$ cat src/rtl/stream_ser.sv
// Word-to-beat serializer: splits an N*W-bit word into up to N W-bit beats.
// One output register plus one holding register; beat 0 bypasses the holder when the output slot is free.
module stream_ser #(
    parameter int W = 32,
    parameter int N = 4
) (
    input  logic             clk,
    input  logic             rst,
    input  logic             A__in_vld,
    input  logic [N*W-1:0]   A__in_w,
    input  logic [$clog2(N)-1:0] A__in_len,
    output logic             A__stall_r,
    output logic             B__out_vld_r,
    output logic [W-1:0]     B__out_r,
    output logic             B__out_last_r,
    input  logic             B__stall
);
    localparam int LW = $clog2(N);

    logic           hold_vld_r;
    logic [N*W-1:0] hold_w_r;
    logic [LW-1:0]  hold_len_r;
    logic [LW-1:0]  idx_r;
    logic           slot_free;
    logic [W-1:0]   hold_beat;

    // Backpressure is exactly the holding-register occupancy, so it never depends on inputs.
    assign A__stall_r = hold_vld_r;
    assign slot_free  = !B__out_vld_r || !B__stall;

    always_comb begin
        hold_beat = hold_w_r[W-1:0];
        for (int k = 0; k < N; k++) begin
            if (idx_r == LW'(k)) begin
                hold_beat = hold_w_r[k*W +: W];
            end
        end
    end

    always_ff @(posedge clk) begin
        if (rst) begin
            hold_vld_r    <= 1'b0;
            idx_r         <= '0;
            B__out_vld_r  <= 1'b0;
            B__out_last_r <= 1'b0;
        end else if (hold_vld_r) begin
            // Drain the held word; freeing the holder on its last beat lets upstream resume next cycle.
            if (slot_free) begin
                B__out_vld_r  <= 1'b1;
                B__out_r      <= hold_beat;
                B__out_last_r <= (idx_r == hold_len_r);
                idx_r         <= idx_r + 1'b1;
                if (idx_r == hold_len_r) begin
                    hold_vld_r <= 1'b0;
                end
            end
        end else if (A__in_vld) begin
            if (slot_free) begin
                B__out_vld_r  <= 1'b1;
                B__out_r      <= A__in_w[W-1:0];
                B__out_last_r <= (A__in_len == '0);
                if (A__in_len != '0) begin
                    hold_w_r   <= A__in_w;
                    hold_len_r <= A__in_len;
                    idx_r      <= LW'(1);
                    hold_vld_r <= 1'b1;
                end
            end else begin
                hold_w_r   <= A__in_w;
                hold_len_r <= A__in_len;
                idx_r      <= '0;
                hold_vld_r <= 1'b1;
            end
        end else if (slot_free) begin
            B__out_vld_r  <= 1'b0;
            B__out_last_r <= 1'b0;
        end
    end
endmodule

$ cat config.mk
export PLATFORM = sky130hd
export DESIGN_NAME = stream_ser
export DESIGN_NICKNAME = d
export VERILOG_FILES = /design/src/rtl/stream_ser.sv
export SDC_FILE = /design/constraint.sdc
export NUM_CORES = 1
export LEC_CHECK = 0
export ABC_AREA = 1
export CAP_MARGIN = 10
export CORE_MARGIN = 10
export CORE_UTILIZATION = 54
export DETAILED_ROUTE_END_ITERATION = 7
export GPL_TIMING_DRIVEN = 0
export PLACE_DENSITY = 0.95
export SLEW_MARGIN = 30
export SYNTH_ARGS = -nofsm -noshare
export SYNTH_HDL_FRONTEND = slang
export SYNTH_SLANG_ARGS = --single-unit
$ cat constraint.sdc
create_clock -name clk -period 20.8 [get_ports clk]
set_input_delay 4.16 -clock clk [delete_from_list [all_inputs] [get_ports clk]]
set_output_delay 4.16 -clock clk [all_outputs]
set_load 0.03 [all_outputs]
==> impl_metrics.py, run 1 <==
metrics = {
    "timing": {
        "max_freq_mhz": 166,
        "timing_worst_slew_pin_value_ps": 624,
        "period_needed_ps": 6020,
        "clock-skew-final_ps": 12.1,
        "fin_tns_setup_ps": 0,
        "post_route_worst_setup_slack_ps": 14780,
        "grt_setup_unrepaired": "false",
        "worst_slew_margin_rel_pct": 58.2,
        "final-hold-violation-count": 0,
        "min_period_over_period_pct": 28.9,
        "slew_viol_final": 0,
        "final-setup-viol-count": 0,
    },
    "clock_tree": {
        "cts.repair_timing.setup_buffer_count": 0,
        "holdBufCountCts": 0,
        "postCtsResizedCells": 0,
        "clock_root_buffer": "sky130_fd_sc_hd__clkbuf_16",
        "clock_insertion_delay_worst_skew_ps": 430,
        "htree_levels": 4,
        "cts_tree": "done",
        "clock_path_buffers": 2,
        "tritoncts.num_buffers": 17,
        "clk_pin_slew_worst_paths_ps": 70,
        "clkSinkCount": 167,
    },
    "layout": {
        "antenna-diode-count": 0,
        "layout.filler_cells": 782,
        "flow.area_growth_from_synthesis_pct": 38.4,
        "final_layout_size_suffix_gt1_share_pct": 16.1,
        "multi_input_comb_area_sq_um": 1590,
        "instances_no_fill": 942,
        "nets": 894,
        "register_area_sq_um": 4960,
    },
    "pwr": {
        "p_leak_uw": 0.00390,
        "cellPowerDensity_nw_per_um2": 89.5,
        "worst_ir_drop_vdd_uv": 65.4,
    },
    "setup_path": {
        "cp_slowest_stage_delay_ps": 510,
        "timing.critical_path.arrival_ps": 6140,
        "worstSetupEndpointType": "flop",
        "critical-path-slowest-cell": "sky130_fd_sc_hd__nor2_4",
        "worst_setup_path_start_kind": "input port",
        "crit_path_cell_trace": "clkdlybuf4s50_1 > nand2_2 > nand2_1 > nand2_1 > nor2_4 > buf_16 > buf_16 > buf_16",
        "timing_worst_setup_path_type": "input port to flop",
        "r2r_cells": 8,
        "worst_path_most_repeated_cell": "sky130_fd_sc_hd__buf_16",
        "crit_path_max_fanout": 25,
        "required_ps": 20920,
    },
    "die": {
        "design.die.area_sq_um": 18000,
        "placeableCoreArea_sq_um": 12700,
        "die_height_microns": 134,
        "initial_cell_density_of_the_core_pct": 55.4,
        "row_count": 41,
        "boundaryPins": 169,
        "die-width_microns": 134,
    },
    "logic_synthesis": {
        "mappedNetlistArea_sq_um": 7050,
        "ys_types": 22,
        "yosysWarnings": 0,
        "synth_mux_area_share_pct": 0,
        "post_synth_fa_ha_maj_area_fraction_pct": 0.533,
        "synthesized_netlist_cell_count": 561,
        "yosys.area_share.simple_pct": 10.3,
        "synthArstFlopShare_pct": 0,
        "main_combinational_cell_family_by_area_after_synthesis": "compound AO/OA/AOI/OAI gates",
        "postSynth.topFlopCell": "sky130_fd_sc_hd__edfxtp_1",
        "synthMostInstantiatedCell": "sky130_fd_sc_hd__nand2_1",
        "yosysTopAreaCell": "sky130_fd_sc_hd__edfxtp_1",
        "ys_seq_elements": 167,
        "yosys.area.top_type_share_pct": 69.0,
        "avgSynthCellArea_sq_um": 12.6,
        "synth-seq-area-share_pct": 70.5,
        "synth_xor_xnor_area_share_pct": 0,
        "synth_compound_area_share_pct": 11.5,
        "yosys-top-cells-area": "sky130_fd_sc_hd__edfxtp_1 69%, sky130_fd_sc_hd__nand2_1 9.4%, sky130_fd_sc_hd__o211ai_2 5.7%",
        "syn_nets": 698,
        "synth_edf_count": 162,
        "netlist_top_cells_count": "176 x sky130_fd_sc_hd__nand2_1, 162 x sky130_fd_sc_hd__edfxtp_1, 70 x sky130_fd_sc_hd__inv_1, 50 x sky130_fd_sc_hd__a21oi_1, 32 x sky130_fd_sc_hd__o211ai_2",
    },
    "global_route": {
        "gr-usage-all-layers_pct": 22.0,
        "grt-ovfl-total": 0,
        "via_count_of_the_first_global_routing_pass": 5530,
        "grt_start_max_net_pins": 26,
        "grt_first_pass_wirelength_microns": 30100,
        "initial_antenna_violation_count": 0,
    },
    "worst_hold_path": {
        "holdPathStages": 2,
        "hold_path.class": "flop to flop",
    },
    "place": {
        "place.gp.congestion": 0.860,
        "pre_cts_slack_ps": 14320,
        "hpwlAfterDp_microns": 13900,
        "numPortBuffers": 167,
        "dp_cells": 910,
    },
    "route": {
        "route.final.wire_length_microns": 19600,
        "detailroute.via_count": 5100,
        "detailedRoute.firstPassIterationCount": 5,
        "route.detailed.wl_per_inst_microns": 20.8,
        "drc": 0,
        "viasPerCell": 5.41,
        "drc_violation_total_after_the_first_tritonroute_iteration": 502,
        "ant_nets": 0,
    },
    "outcome": {
        "outcome": "complete, no violations",
    },
    "flow_run": {
        "maxCapViolations": 0,
    },
}
where the power goes:
part / internal, uW / switching [uW]
logic: 66.2 / 79.3
registers: 393 / 7.03
clock network: 192 / 136
flip-flops by register name, indices dropped and copies added (netlist names):
register,count
hold_w_r,128
hold_len_r,2
A__stall_r,1
B__out_vld_r,1
B__out_r,32
idx_r,2
B__out_last_r,1
cell families after synthesis:
kind of cell,count (synthesis)
AND/OR/NAND/NOR,189
buffers and inverters,101
adder cells (fa/ha/maj),3
flip-flops,167
AO/OA/AOI/OAI,101
worst max-delay path, delay by kind of cell:
| family | cells | cell delay, ps |
|---|---|---|
| and+or+nand+nor | 4 | 870 |
| buffers and inverters | 4 | 1090 |
layer usage:
metal / up-vias / routed length [microns] / track usage (%)
met5: - / 0 / 0
li1: 2308 / - / -
met1: 2463 / 6720 / 22.5
met2: 289 / 10900 / 40.8
met3: 40 / 1370 / 5.75
met4: 0 / 555 / 9.67
stage by stage:
step / hold slack [ps] / power [uW] / utilization, % / instance area (sq um)
global placement: 504 / 541 / 70.2 / 8930
global route: 588 / 902 / 76.7 / 9750
CTS: 556 / 875 / 76.7 / 9750
finish: 552 / 873 / 76.7 / 9750
detailed placement: 543 / 550 / 71.8 / 9140
floorplan: 492 / 487 / - / 7050
placed cells by master, fill, tap and decap left out:
master                              n
sky130_fd_sc_hd__nand2_2            1
sky130_fd_sc_hd__clkinv_2           1
sky130_fd_sc_hd__a21oi_2           18
sky130_fd_sc_hd__dfxtp_1            5
sky130_fd_sc_hd__buf_16             6
sky130_fd_sc_hd__buf_4              8
sky130_fd_sc_hd__a21oi_1           50
sky130_fd_sc_hd__inv_2              1
sky130_fd_sc_hd__clkbuf_16         17
sky130_fd_sc_hd__or2_0              1
sky130_fd_sc_hd__inv_1             70
sky130_fd_sc_hd__inv_6              7
sky130_fd_sc_hd__nand3b_1           1
sky130_fd_sc_hd__buf_2             10
sky130_fd_sc_hd__clkinv_4           2
sky130_fd_sc_hd__nor2_4             1
sky130_fd_sc_hd__bufinv_16          3
sky130_fd_sc_hd__buf_6             12
sky130_fd_sc_hd__ha_1               3
sky130_fd_sc_hd__clkbuf_1           2
sky130_fd_sc_hd__nor3b_2            1
sky130_fd_sc_hd__o21ai_0            1
sky130_fd_sc_hd__nand3_1            2
sky130_fd_sc_hd__edfxtp_1         162
sky130_fd_sc_hd__clkinvlp_4         3
sky130_fd_sc_hd__clkbuf_4           1
sky130_fd_sc_hd__nand2_1          176
sky130_fd_sc_hd__clkdlybuf4s50_1  167
sky130_fd_sc_hd__o211ai_2          32
sky130_fd_sc_hd__nor2_1             6
final timing paths:
kind | to | slack [ps] | start
max | hold_w_r[109] | 14780 | B__stall
max reg2reg | hold_w_r[109] | 18610 | A__stall_r
min reg2reg | idx_r[1] | 550 | idx_r[1]
min | idx_r[1] | 550 | idx_r[1]
cell type report:
cell class | instances | share of cell area [%]
Timing Repair Buffer | 177 | 19.1
Buffer | 29 | 2.36
Clock buffer | 17 | 4.36
Sequential cell | 167 | 50.9
Tap cell | 172 | 2.21
Inverter | 72 | 2.82
Clock inverter | 15 | 1.92
Multi-Input combinational cell | 293 | 16.3
No activity file was read; power rests on OpenSTA's default activity.
==> run 2, diff against run 1 <==
--- a/config.mk
+++ b/config.mk
@@ -8,10 +8,10 @@
 export ABC_AREA = 1
 export CAP_MARGIN = 10
 export CORE_MARGIN = 10
-export CORE_UTILIZATION = 54
+export CORE_UTILIZATION = 50
 export DETAILED_ROUTE_END_ITERATION = 7
 export GPL_TIMING_DRIVEN = 0
-export PLACE_DENSITY = 0.95
+export PLACE_DENSITY = 0.92
 export SLEW_MARGIN = 30
 export SYNTH_ARGS = -nofsm -noshare
 export SYNTH_HDL_FRONTEND = slang
==> constraint.sdc (replaced) <==
create_clock -name clk -period 5.9 [get_ports clk]
set_input_delay 1.18 -clock clk [delete_from_list [all_inputs] [get_ports clk]]
set_output_delay 1.18 -clock clk [all_outputs]
set_load 0.03 [all_outputs]
==> run 2 against run 1 <==
Combinational power rose to 3.4 times the previous value. Critical path depth decreased by 1. Clock power grew to 3.3 times the previous value. Final cell count increased by 1.1%. Wire length is 5.7% lower. Largest power group unchanged. Setup slack worse by 12000 ps. Critical path type unchanged. Clock skew fell by 5.1 ps. First-iteration DRC count shrank 27%. Utilization fell by 6.3 points. Register-to-register slack worse by 15000 ps. Non-clock buffer count increased by 1. Largest cell class unchanged.
==> impl_metrics.py, run 2 (synthesis gave the netlist of run 1 again) <==
metrics = {
    "flow_run": {
        "maxCapViolations": 0,
    },
    "clock_tree": {
        "tritoncts.num_buffers": 17,
        "clk_pin_slew_worst_paths_ps": 60,
        "clkSinkCount": 167,
        "clock_insertion_delay_worst_skew_ps": 420,
        "cts_tree": "done",
        "clock_path_buffers": 2,
        "cts.repair_timing.setup_buffer_count": 0,
        "postCtsResizedCells": 0,
        "htree_levels": 4,
        "clock_root_buffer": "sky130_fd_sc_hd__clkbuf_16",
        "holdBufCountCts": 0,
    },
    "global_route": {
        "grt_first_pass_wirelength_microns": 28500,
        "gr-usage-all-layers_pct": 19.1,
        "grt_util_met2_pct": 33.4,
        "grt-ovfl-total": 0,
        "top_usage_layer": "met2",
        "groute.layer.met3.usage_pct": 5.62,
        "use_met1_pct": 21.1,
        "initial_antenna_violation_count": 1,
        "grt_start_max_net_pins": 26,
        "via_count_of_the_first_global_routing_pass": 5287,
    },
    "timing": {
        "post_route_worst_setup_slack_ps": 3080,
        "worst_slew_margin_rel_pct": 59.5,
        "slew_viol_final": 0,
        "final-hold-violation-count": 0,
        "timing_worst_slew_pin_value_ps": 608,
        "fin_tns_setup_ps": 0,
        "min_period_over_period_pct": 47.7,
        "max_freq_mhz": 355,
        "period_needed_ps": 2820,
        "clock-skew-final_ps": 7.02,
        "final-setup-viol-count": 0,
        "grt_setup_unrepaired": "false",
    },
    "route": {
        "drc": 0,
        "ant_nets": 0,
        "detailroute.via_count": 4823,
        "route.final.wire_length_microns": 18400,
        "detailedRoute.firstPassIterationCount": 5,
        "drc_violation_total_after_the_first_tritonroute_iteration": 366,
        "route.detailed.wl_per_inst_microns": 19.4,
        "viasPerCell": 5.07,
    },
    "layout": {
        "mostFrequentLayoutCell": "sky130_fd_sc_hd__nand2_1",
        "instances_no_fill": 952,
        "final_layout_size_suffix_gt1_share_pct": 16.2,
        "layout.filler_cells": 922,
        "reg_top3": "hold_w_r: 128 flops, B__out_r: 32 flops",
        "nets": 895,
        "register_area_sq_um": 4960,
        "most_frequent_cells_in_the_layout": "176 x sky130_fd_sc_hd__nand2_1, 167 x sky130_fd_sc_hd__clkdlybuf4s50_1, 162 x sky130_fd_sc_hd__edfxtp_1",
        "multi_input_comb_area_sq_um": 1590,
        "fin_area_sq_um": 9730,
        "largest_register_ff_count": 128,
        "largest_register": "hold_w_r",
        "flow.area_growth_from_synthesis_pct": 38.1,
    },
    "place": {
        "total_cell_area_at_the_placement_stage_sq_um": 9150,
        "dp_cells": 919,
        "place.gp.congestion": 0.762,
        "pre_cts_slack_ps": 2680,
        "numPortBuffers": 167,
        "hpwlAfterDp_microns": 13300,
    },
    "setup_path": {
        "worst_setup_path_start_kind": "input port",
        "crit_path_cell_trace": "clkdlybuf4s50_1 > nand2_2 > nand2_1 > nand2_1 > nor2_4 > buf_16 > buf_16",
        "timing_worst_setup_path_type": "input port to flop",
        "cp_slowest_stage_delay_ps": 470,
        "required_ps": 6020,
        "worstSetupEndpointType": "flop",
        "critical-path-slowest-cell": "sky130_fd_sc_hd__clkdlybuf4s50_1",
        "crit_path_max_fanout": 23,
        "timing.critical_path.arrival_ps": 2940,
    },
    "die": {
        "boundaryPins": 169,
        "die-width_microns": 139,
        "placeableCoreArea_sq_um": 13800,
        "design.die.area_sq_um": 19200,
        "row_count": 43,
        "die_height_microns": 139,
        "initial_cell_density_of_the_core_pct": 51.0,
    },
    "pwr": {
        "tot_pwr_uw": 3000,
        "cellPowerDensity_nw_per_um2": 308,
        "p_leak_uw": 0.00389,
        "worst_ir_drop_vdd_uv": 210,
    },
    "worst_hold_path": {
        "hold_path.class": "flop to flop",
    },
    "outcome": {
        "outcome": "complete, no violations",
    },
}
-- run 2: cell type report --
| class | instances | share of cell area [%] |
|---|---|---|
| Buffer | 29 | 2.37 |
| Timing Repair Buffer | 178 | 19.1 |
| Tap cell | 180 | 2.32 |
| Multi-Input combinational cell | 293 | 16.3 |
| Sequential cell | 167 | 51.0 |
| Antenna cell | 1 | 0.0257 |
| Clock inverter | 15 | 1.59 |
| Inverter | 72 | 2.83 |
| Clock buffer | 17 | 4.37 |
-- run 2: critical path: cells and delay by family --
| family | cells | cell delay (ps) |
|---|---|---|
| AND/OR/NAND/NOR | 4 | 840 |
| buffers and inverters | 3 | 910 |
-- run 2: per-stage QoR --
step | hold WS, ps | util (%)
4_1_cts | 559 | 70.3
2_1_floorplan | 492 | -
5_1_grt | 585 | 70.4
3_3_place_gp | 516 | 64.7
3_5_place_dp | 544 | 66.1
6_report | 554 | 70.4
-- run 2: worst paths after layout --
| path | slack, ps | startpoint | cells after the start | to |
|---|---|---|---|---|
| min reg2reg | 550 | idx_r[0] | 3 | idx_r[0] |
| max | 3080 | B__stall | 7 | hold_w_r[51] |
| min | 550 | idx_r[0] | 3 | idx_r[0] |
| max reg2reg | 3930 | A__stall_r | 7 | hold_w_r[51] |
-- run 2: metal layers --
layer	wire [microns]	up-vias
li1	-	2305
met1	6860	2277
met2	9800	206
met3	1300	35
met4	484	0
met5	0	-
-- run 2: power breakdown --
group          internal (uW)  leakage (uW)  switching [uW]
sequential              1380       0.00154            22.1
combinational            232       0.00206             271
clock                    599      0.000281             492
